===== src/rtl/lram_buf_pkg.sv =====
// Shared types and constants for the LRAM-backed stream buffer.
// Pointer wrap is an explicit compare because DEPTH need not be a power of two.
package lram_buf_pkg;

  typedef enum logic {WR = 1'b0, RD = 1'b1} grant_t;

  localparam int RAM_RD_LAT = 1;
  localparam int OQ_DEPTH   = 2;

  function automatic int unsigned ptr_wrap(input int unsigned ptr, input int unsigned depth);
    return (ptr == depth - 32'd1) ? 32'd0 : ptr + 32'd1;
  endfunction

endpackage


===== src/rtl/lram_buf_outq.sv =====
// Two-entry output queue holding prefetched RAM words ahead of the output stream.
// Simultaneous push and pop are both honoured; the write slot is the head when full.
module lram_buf_outq import lram_buf_pkg::*; #(
  parameter int DATA_W = 32
) (
  input  logic              clk,
  input  logic              rst,
  input  logic              push,
  input  logic [DATA_W-1:0] push_data,
  input  logic              pop_rdy,
  output logic [1:0]        cnt,
  output logic [DATA_W-1:0] head,
  output logic              valid
);

  logic [OQ_DEPTH-1:0][DATA_W-1:0] mem;
  logic rd_idx;
  logic wr_idx;
  logic pop;

  assign valid  = cnt != 2'd0;
  assign pop    = valid && pop_rdy;
  assign wr_idx = rd_idx ^ cnt[0];
  assign head   = mem[rd_idx];

  always_ff @(posedge clk or posedge rst) begin
    if (rst) begin
      mem    <= '0;
      rd_idx <= 1'b0;
      cnt    <= 2'd0;
    end else begin
      if (push) mem[wr_idx] <= push_data;
      if (pop)  rd_idx <= ~rd_idx;
      case ({push, pop})
        2'b10:   cnt <= cnt + 2'd1;
        2'b01:   cnt <= cnt - 2'd1;
        default: cnt <= cnt;
      endcase
    end
  end

endmodule


===== src/rtl/lram_stream_buf.sv =====
// Valid/ready FIFO built on a single-port LRAM: arbitrates one write or read per
// cycle and prefetches read data into a 2-entry output queue.
module lram_stream_buf import lram_buf_pkg::*; #(
  parameter int DATA_W = 32,
  parameter int ADDR_W = 14,
  parameter int DEPTH  = 16384
) (
  input  logic              clk,
  input  logic              rst,
  input  logic              s_valid,
  output logic              s_ready,
  input  logic [DATA_W-1:0] s_data,
  output logic              m_valid,
  input  logic              m_ready,
  output logic [DATA_W-1:0] m_data,
  output logic              ram_ce,
  output logic              ram_we,
  output logic [ADDR_W-1:0] ram_addr,
  output logic [DATA_W-1:0] ram_wdata,
  input  logic [DATA_W-1:0] ram_rdata,
  output logic [ADDR_W+1:0] level,
  output logic              full,
  output logic              empty
);

  localparam logic [ADDR_W:0] DEPTH_C = (ADDR_W+1)'(DEPTH);

  logic [ADDR_W-1:0] wr_ptr, rd_ptr;
  logic [ADDR_W:0]   ram_cnt;
  logic              rd_inflight;
  grant_t            last_grant;
  logic [1:0]        oq_cnt;
  logic [2:0]        oq_pend;
  logic              rd_req, wr_req, wr_gnt, rd_gnt;

  // Reads are throttled so the queue can always absorb every in-flight word.
  assign oq_pend = {1'b0, oq_cnt} + {2'b00, rd_inflight};
  assign rd_req  = !rst && ram_cnt != '0 && oq_pend < 3'(OQ_DEPTH);
  assign wr_req  = !rst && s_valid && ram_cnt != DEPTH_C;
  assign wr_gnt  = wr_req && (!rd_req || last_grant == RD);
  assign rd_gnt  = rd_req && (!wr_req || last_grant == WR);

  // Independent of s_valid: a pending read that owns the next contested slot blocks input.
  assign s_ready = !rst && ram_cnt != DEPTH_C && !(rd_req && last_grant == WR);

  always_comb begin
    ram_ce    = wr_gnt || rd_gnt;
    ram_we    = wr_gnt;
    ram_addr  = '0;
    ram_wdata = '0;
    if (wr_gnt) begin
      ram_addr  = wr_ptr;
      ram_wdata = s_data;
    end else if (rd_gnt) begin
      ram_addr  = rd_ptr;
    end
  end

  always_ff @(posedge clk or posedge rst) begin
    if (rst) begin
      wr_ptr      <= '0;
      rd_ptr      <= '0;
      ram_cnt     <= '0;
      rd_inflight <= 1'b0;
      last_grant  <= RD;
    end else begin
      if (wr_gnt) wr_ptr <= ADDR_W'(ptr_wrap(32'(wr_ptr), DEPTH));
      if (rd_gnt) rd_ptr <= ADDR_W'(ptr_wrap(32'(rd_ptr), DEPTH));
      case ({wr_gnt, rd_gnt})
        2'b10:   ram_cnt <= ram_cnt + 1'b1;
        2'b01:   ram_cnt <= ram_cnt - 1'b1;
        default: ram_cnt <= ram_cnt;
      endcase
      rd_inflight <= rd_gnt;
      if (wr_req && rd_req) last_grant <= wr_gnt ? WR : RD;
    end
  end

  lram_buf_outq #(.DATA_W(DATA_W)) u_outq (
    .clk       (clk),
    .rst       (rst),
    .push      (rd_inflight),
    .push_data (ram_rdata),
    .pop_rdy   (m_ready),
    .cnt       (oq_cnt),
    .head      (m_data),
    .valid     (m_valid)
  );

  assign level = (ADDR_W+2)'(ram_cnt) + (ADDR_W+2)'(oq_cnt) + (ADDR_W+2)'(rd_inflight);
  assign full  = ram_cnt == DEPTH_C;
  assign empty = level == '0;

endmodule


===== config.mk =====
export PLATFORM = sky130hd
export DESIGN_NAME = lram_stream_buf
export DESIGN_NICKNAME = d
export VERILOG_FILES = /design/src/rtl/lram_buf_pkg.sv /design/src/rtl/lram_buf_outq.sv /design/src/rtl/lram_stream_buf.sv
export SDC_FILE = /design/constraint.sdc
export NUM_CORES = 1
export LEC_CHECK = 0
export BUFFER_PORTS_ARGS = -buffer_cell sky130_fd_sc_hd__buf_2
export CORE_MARGIN = 2
export CORE_UTILIZATION = 29
export DETAILED_ROUTE_END_ITERATION = 10
export PLACE_DENSITY = 0.61
export SYNTH_ARGS = -nofsm -noshare
export SYNTH_HDL_FRONTEND = slang
export SYNTH_SLANG_ARGS = --single-unit

===== constraint.sdc =====
create_clock -name clk -period 5.4 [get_ports clk]
set_clock_uncertainty 0.05 [all_clocks]
set_input_delay 1.08 -clock clk [delete_from_list [all_inputs] [get_ports clk]]
set_output_delay 1.08 -clock clk [all_outputs]
set_load 0.01 [all_outputs]

## After elaboration in Yosys (flattened, before gate mapping)

Cells that the tools add are included.

| storage, ports and cells | value |
|---|---|
| register bits | 112 |
| input port bits | 68 |
| output and inout port bits | 100 |
| word-level logic and storage cells | 70 |

| cells by class | value |
|---|---|
| $add $sub $neg | 9 |
| $lt $le $gt $ge | 4 |
| equality and inequality tests | 8 |
| mux-type cells | 13 |
| bitwise logic cells | 3 |
| reduce and logical (&&, ||, !) cells | 24 |

Operators by type and width:

| kind | count |
|---|---|
| $mux 32 | 4 |
| $bwmux 64 | 1 |
| $mux 14 | 4 |
| $demux 32 s1 | 1 |
| $pmux 15 s2 | 1 |
| $add 14x1->14 const B | 2 |
| $eq 14x14->1 const B | 2 |
| $add 15x2->16 | 1 |
| $add 16x1->16 | 1 |
| $logic_not 16->1 | 1 |
| $add 15x1->15 const B | 1 |
| $eq 15x15->1 const B | 1 |
| $ne 15x15->1 const B | 1 |
| $reduce_bool 15->1 | 1 |
| $sub 15x1->15 const B | 1 |
| $logic_and 1x1->1 | 12 |
| $reduce_bool 2->1 | 3 |
| $eq 2x1->1 const B | 2 |
| $eq 2x2->1 const B | 2 |
| $logic_not 1->1 | 4 |
| $lt 1x2->1 const B | 2 |
| $pmux 2 s2 | 1 |
| $add 2x1->3 | 1 |
| $logic_or 1x1->1 | 3 |
| 7 further kinds | 8 |

## Depth between registers and ports, before layout

| logic depth | value |
|---|---|
| word-level depth | 8 |
| mapped depth | 19 |
| mapped depth without buffers | 14 |

## Hierarchy

A second synthesis with hierarchy kept.

| unflattened totals | value |
|---|---|
| cells, all modules | 641 |
| area total of the unflattened synthesis | 6,739.0 sq um |

Modules (own cells, without submodules):

| module | times used | cells each | area each (sq um) | seq. area each (sq um) |
|---|---|---|---|---|
| lram_stream_buf | 1 | 454 | 3,669.8 | 1,127.3 |
| lram_buf_outq | 1 | 187 | 3,069.2 | 1,676.6 |

## Least setup slack after synthesis

OpenSTA, ideal clock, no wires.

| path | value |
|---|---|
| path kind | input port to flip-flop |
| start point | input port rst |
| end point | register ram_cnt[14] |
| setup time | 0.080 ns |
| arrival time | 4.958 ns |
| data required time | 5.270 ns |
| slack | 0.313 ns |
| stages on the path | 16 |
| path buffers | 5 |
| cell sequence | a211o_1 > a211oi_2 > buf_2 > ha_1 > clkbuf_1 > buf_1 > clkbuf_1 > xor2_1 > ha_1 > nor4_1 > or4_1 > buf_2 > o31a_1 > and4_1 > nor4_2 > xnor2_1 |

| between the ends | value |
|---|---|
| cells in the longest elaborated chain, start to end | 8 |
| elaborated cells between the ends (all ways) | 15 |
| those cells by class | eq/ne (2); mux (1); reduce/logical (12) |

RTL lines:

| item | line | text |
|---|---|---|
| from (decl) | lram_stream_buf.sv:9 | `input logic rst,` |
| $logic_not 1->1 (no source line) (*) | n/a |  |
| $logic_and 1x1->1 (2 in a row) | lram_stream_buf.sv:39 | `assign wr_req = !rst && s_valid && ram_cnt != DEPTH_C;` |
| $logic_not 1->1 | lram_stream_buf.sv:41 | `assign rd_gnt = rd_req && (!wr_req \|\| last_grant == WR);` |
| $logic_or 1x1->1 | lram_stream_buf.sv:41 |  |
| $logic_and 1x1->1 (*) | lram_stream_buf.sv:41 |  |
| named net rd_gnt | lram_stream_buf.sv:34 | `logic rd_req, wr_req, wr_gnt, rd_gnt;` |
| $eq 2x1->1 / $eq 2x2->1 (equally long branches) | lram_stream_buf.sv:69 | `case ({wr_gnt, rd_gnt})` |
| $pmux 15 s2 / $reduce_bool 2->1 (equally long branches) | n/a |  |
| to (signal assigned) | lram_stream_buf.sv:70 | `2'b10: ram_cnt <= ram_cnt + 1'b1;` |
| to (signal assigned) | lram_stream_buf.sv:71 | `2'b01: ram_cnt <= ram_cnt - 1'b1;` |
| to (signal assigned) | lram_stream_buf.sv:72 | `default: ram_cnt <= ram_cnt;` |
| to (decl) | lram_stream_buf.sv:29 | `logic [ADDR_W:0] ram_cnt;` |

Mark *: on every way through the listed nets, which the timed path passes. The rest lies on a longest branch.
A chain may end at the register's enable or synchronous reset.

## Worst setup path after layout

| path | value |
|---|---|
| start point | register ram_cnt[0] |
| end point | output port empty |

| between the ends | value |
|---|---|
| cells in the longest elaborated chain, start to end | 3 |

RTL lines:

| item | line | text |
|---|---|---|
| $add 15x2->16 | lram_stream_buf.sv:90 | `assign level = (ADDR_W+2)'(ram_cnt) + (ADDR_W+2)'(oq_cnt) + (ADDR_W+2)'(rd_inflight);` |
| $add 16x1->16 | lram_stream_buf.sv:90 |  |
| $logic_not 16->1 | lram_stream_buf.sv:92 | `assign empty = level == '0;` |
| to (decl) | lram_stream_buf.sv:23 | `output logic empty` |

Every way passes these cells.

==> metrics <==
outcome=finished clean; WP data required=roughly 4300 ps; Post-DP HPWL=between 10,000 and 15,000 um; n_diodes=0; type of the worst setup path=flip-flop to output port; Total GRT Usage=0.133; pwr/cell area=561 mW/mm^2; share of the synthesized area in the top cell type=0.412; routability cong.=between 0.8 and 0.9; NumNets Final=approximately 880; PortBufs=about 170; FMAX=0.216 GHz; Fin Hold WS=roughly 440 ps; largest net degree at the start of global routing=74; WP buf/inv=2; Peak VDD IR=about 0.00018 V; global-route wire length before repair=roughly 26,000 um; Tcrit/Tclk final=0.856; CP max stage delay=approximately 550 ps; DR WL/cell=about 15 um; synth cell count leaders=dfrtp_1, mux2_2, and2_1, nand2_1, xnor2_1; sequential share of power=0.334; Crit Path Max Fanout=9; Layout area overhead=21.2%; Post-synth EDFFs=0; postcts setup bufs=0; Mapped Nets=roughly 730; Clock Power Share=0.166; FF+latch count, synth=approximately 110; synthesized area per cell=between 10 and 15 um^2; Starting Density=0.297; setup TNS=0 ps; via count=5,419; Area contributors post-synth=dfrtp_1, mux2_2, xnor2_1, and2_1, xor2_1; worst skew pair latency=between 300 and 400 ps; RSZ-0062 raised after global routing=false; yosys warns=0; Worst setup SP type=flip-flop; Ports=roughly 170; P_sw=1.83 mW; most common cell in the synthesized netlist=dfrtp_1; DRT met1 WL=7670 um; total power=4.59 mW; pre-CTS setup slack=about 800 ps; Yosys cell types=69; switch share=0.398; Routed Antenna Nets=0; Max Slew Vio Count=0; Die W=about 160 um; Cells after Synth=~660; Final WS setup=roughly 780 ps; Combinational Power Share=0.500; Final min period=around 4600 ps; MaxCap Viol Count=0; crit path max-delay cell type=dfrtp_1; starting DRC count in detailed routing=315; vias in the first global route=roughly 5,100; Primary FF master, synth=dfrtp_1; CTS Sinks=around 110; met2 wire length=around 7900 um; Post-synth ARST share=1.00; total CTS buffers=9; Lkg Pwr=between 3 and 4 nW; final hold vios=0; vias per inst=~5.0; Max Used Layer=met4; WP data arrival=3490 ps; Least-Margin Pin Slew=roughly 950 ps; antenna violations before repair=0; Die Span Y=157 um; WL met3=about 770 um; Root Buffer=clkbuf_16; Rows=55; CTS tree=yes; nature of the critical path endpoint=output port; relative slew slack=0.367; sequential share of the synthesized area=0.415; HP Class=flip-flop to flip-flop; drt first pass iters=5; DR DRC count=0; Core Area=about 0.023 mm^2; total die area=0.0245 mm^2; final setup vio count=0; final core occ=0.360; DRT Wirelength=about 17,000 um; hold_buf cts=0; H-tree levels=3; crit path cell chain=inv_1 > fa_1 > fa_1 > and3b_1 > nand3_1 > xnor2_1 > or4_1 > and3b_1 > buf_2; Post-CTS Resized=0; Max clock buf depth=2; fraction of layout cells with a size suffix above 1=0.390; leading area contributor after synthesis=dfrtp_1; total grt overflow=0; clk slew on worst S/H paths=roughly 80 ps; Internal=between 2 and 3 mW; cell family with most CP delay=simple AND/OR/NAND/NOR gates; synthesized cell area=0.00675 mm^2
-- layout make-up --
class                      instances  area (um^2)
clock buffer                      10          239
clock inverter                     6         96.3
fill                            2285        14500
inverter                          18         70.1
multi-input combinational        476         3670
sequential                       112         2800
tap                              285          357
timing repair buffer             181          941
-- path summary, 6_finish.rpt --
path	slack, ps	endpoint	depth (start not counted)	start
setup / recovery	780	empty	9	ram_cnt[0]
hold / removal	440	rd_ptr[8]	1	rd_ptr[8]
setup reg to reg	940	ram_cnt[14]	13	ram_cnt[10]
hold reg to reg	440	rd_ptr[8]	1	rd_ptr[8]
max in group asynchronous	3270	u_outq.mem[21]	3	rst
min in group asynchronous	960	ram_cnt[8]	2	rst
-- kinds of logic (layout without fill, tap and decap cells) --
logic type      after synthesis  after routing  share of synthesized area
simple gates                201            201                      0.169
flops                       112            112                      0.415
compound gates              111            111                      0.117
mux                         103            103                      0.171
buf+inv                      68            215                     0.0413
xor+xnor                     51             51                     0.0662
fa+ha+maj                    10             10                     0.0208
-- power by group through the flow --
| stage | clock network (mW) | registers (mW) | logic [mW] |
|---|---|---|---|
| after global placement | 0 | 1.53 | 2.31 |
| final | 0.761 | 1.53 | 2.30 |
| after detailed placement | 0 | 1.54 | 2.31 |
| after global routing | 0.813 | 1.59 | 2.54 |
| after CTS | 0.783 | 1.53 | 2.32 |
| after floorplan | 0 | 1.38 | 1.77 |
-- sequential cells by signal (all words and copies together) (netlist names) --
| name | cells |
|---|---|
| wr_ptr | 14 |
| u_outq.rd_idx | 1 |
| ram_cnt | 15 |
| u_outq.cnt | 2 |
| rd_ptr | 14 |
| u_outq.mem | 64 |
| rd_inflight | 1 |
| last_grant | 1 |
-- stage by stage --
stage | cells | cell area [um^2]
after floorplan | 656 | 6750
after global placement | 1072 | 7850
final | 1088 | 8180
after CTS | 1088 | 8180
after global routing | 1088 | 8180
after detailed placement | 1072 | 7850
-- cell usage in the layout, fill, tap and decap left out, types with 4 or more instances in the layout --
master and count:
and3_1 19, nand2_1 35, xnor2_1 33, o21a_1 5, mux2i_1 4, mux2_2 99, nor3_1 11, o31ai_1 4
and4_1 6, inv_1 15, xor2_1 18, nand3_1 22, dfrtp_1 111, o211ai_1 4, clkbuf_16 9, buf_2 167
buf_4 14, ha_1 8, a21oi_1 15, o22ai_1 5, and2_1 35, nand4_1 9, o21ai_0 25, nand2b_1 4
a22o_1 15, nor2_1 30
-- metal layers --
layer  vias up  track usage
met5         -            0
met4         0       0.0489
met3        17       0.0224
met2       165        0.224
met1      2610        0.172
li1       2627            -
Power figures use the tool's default switching activity.
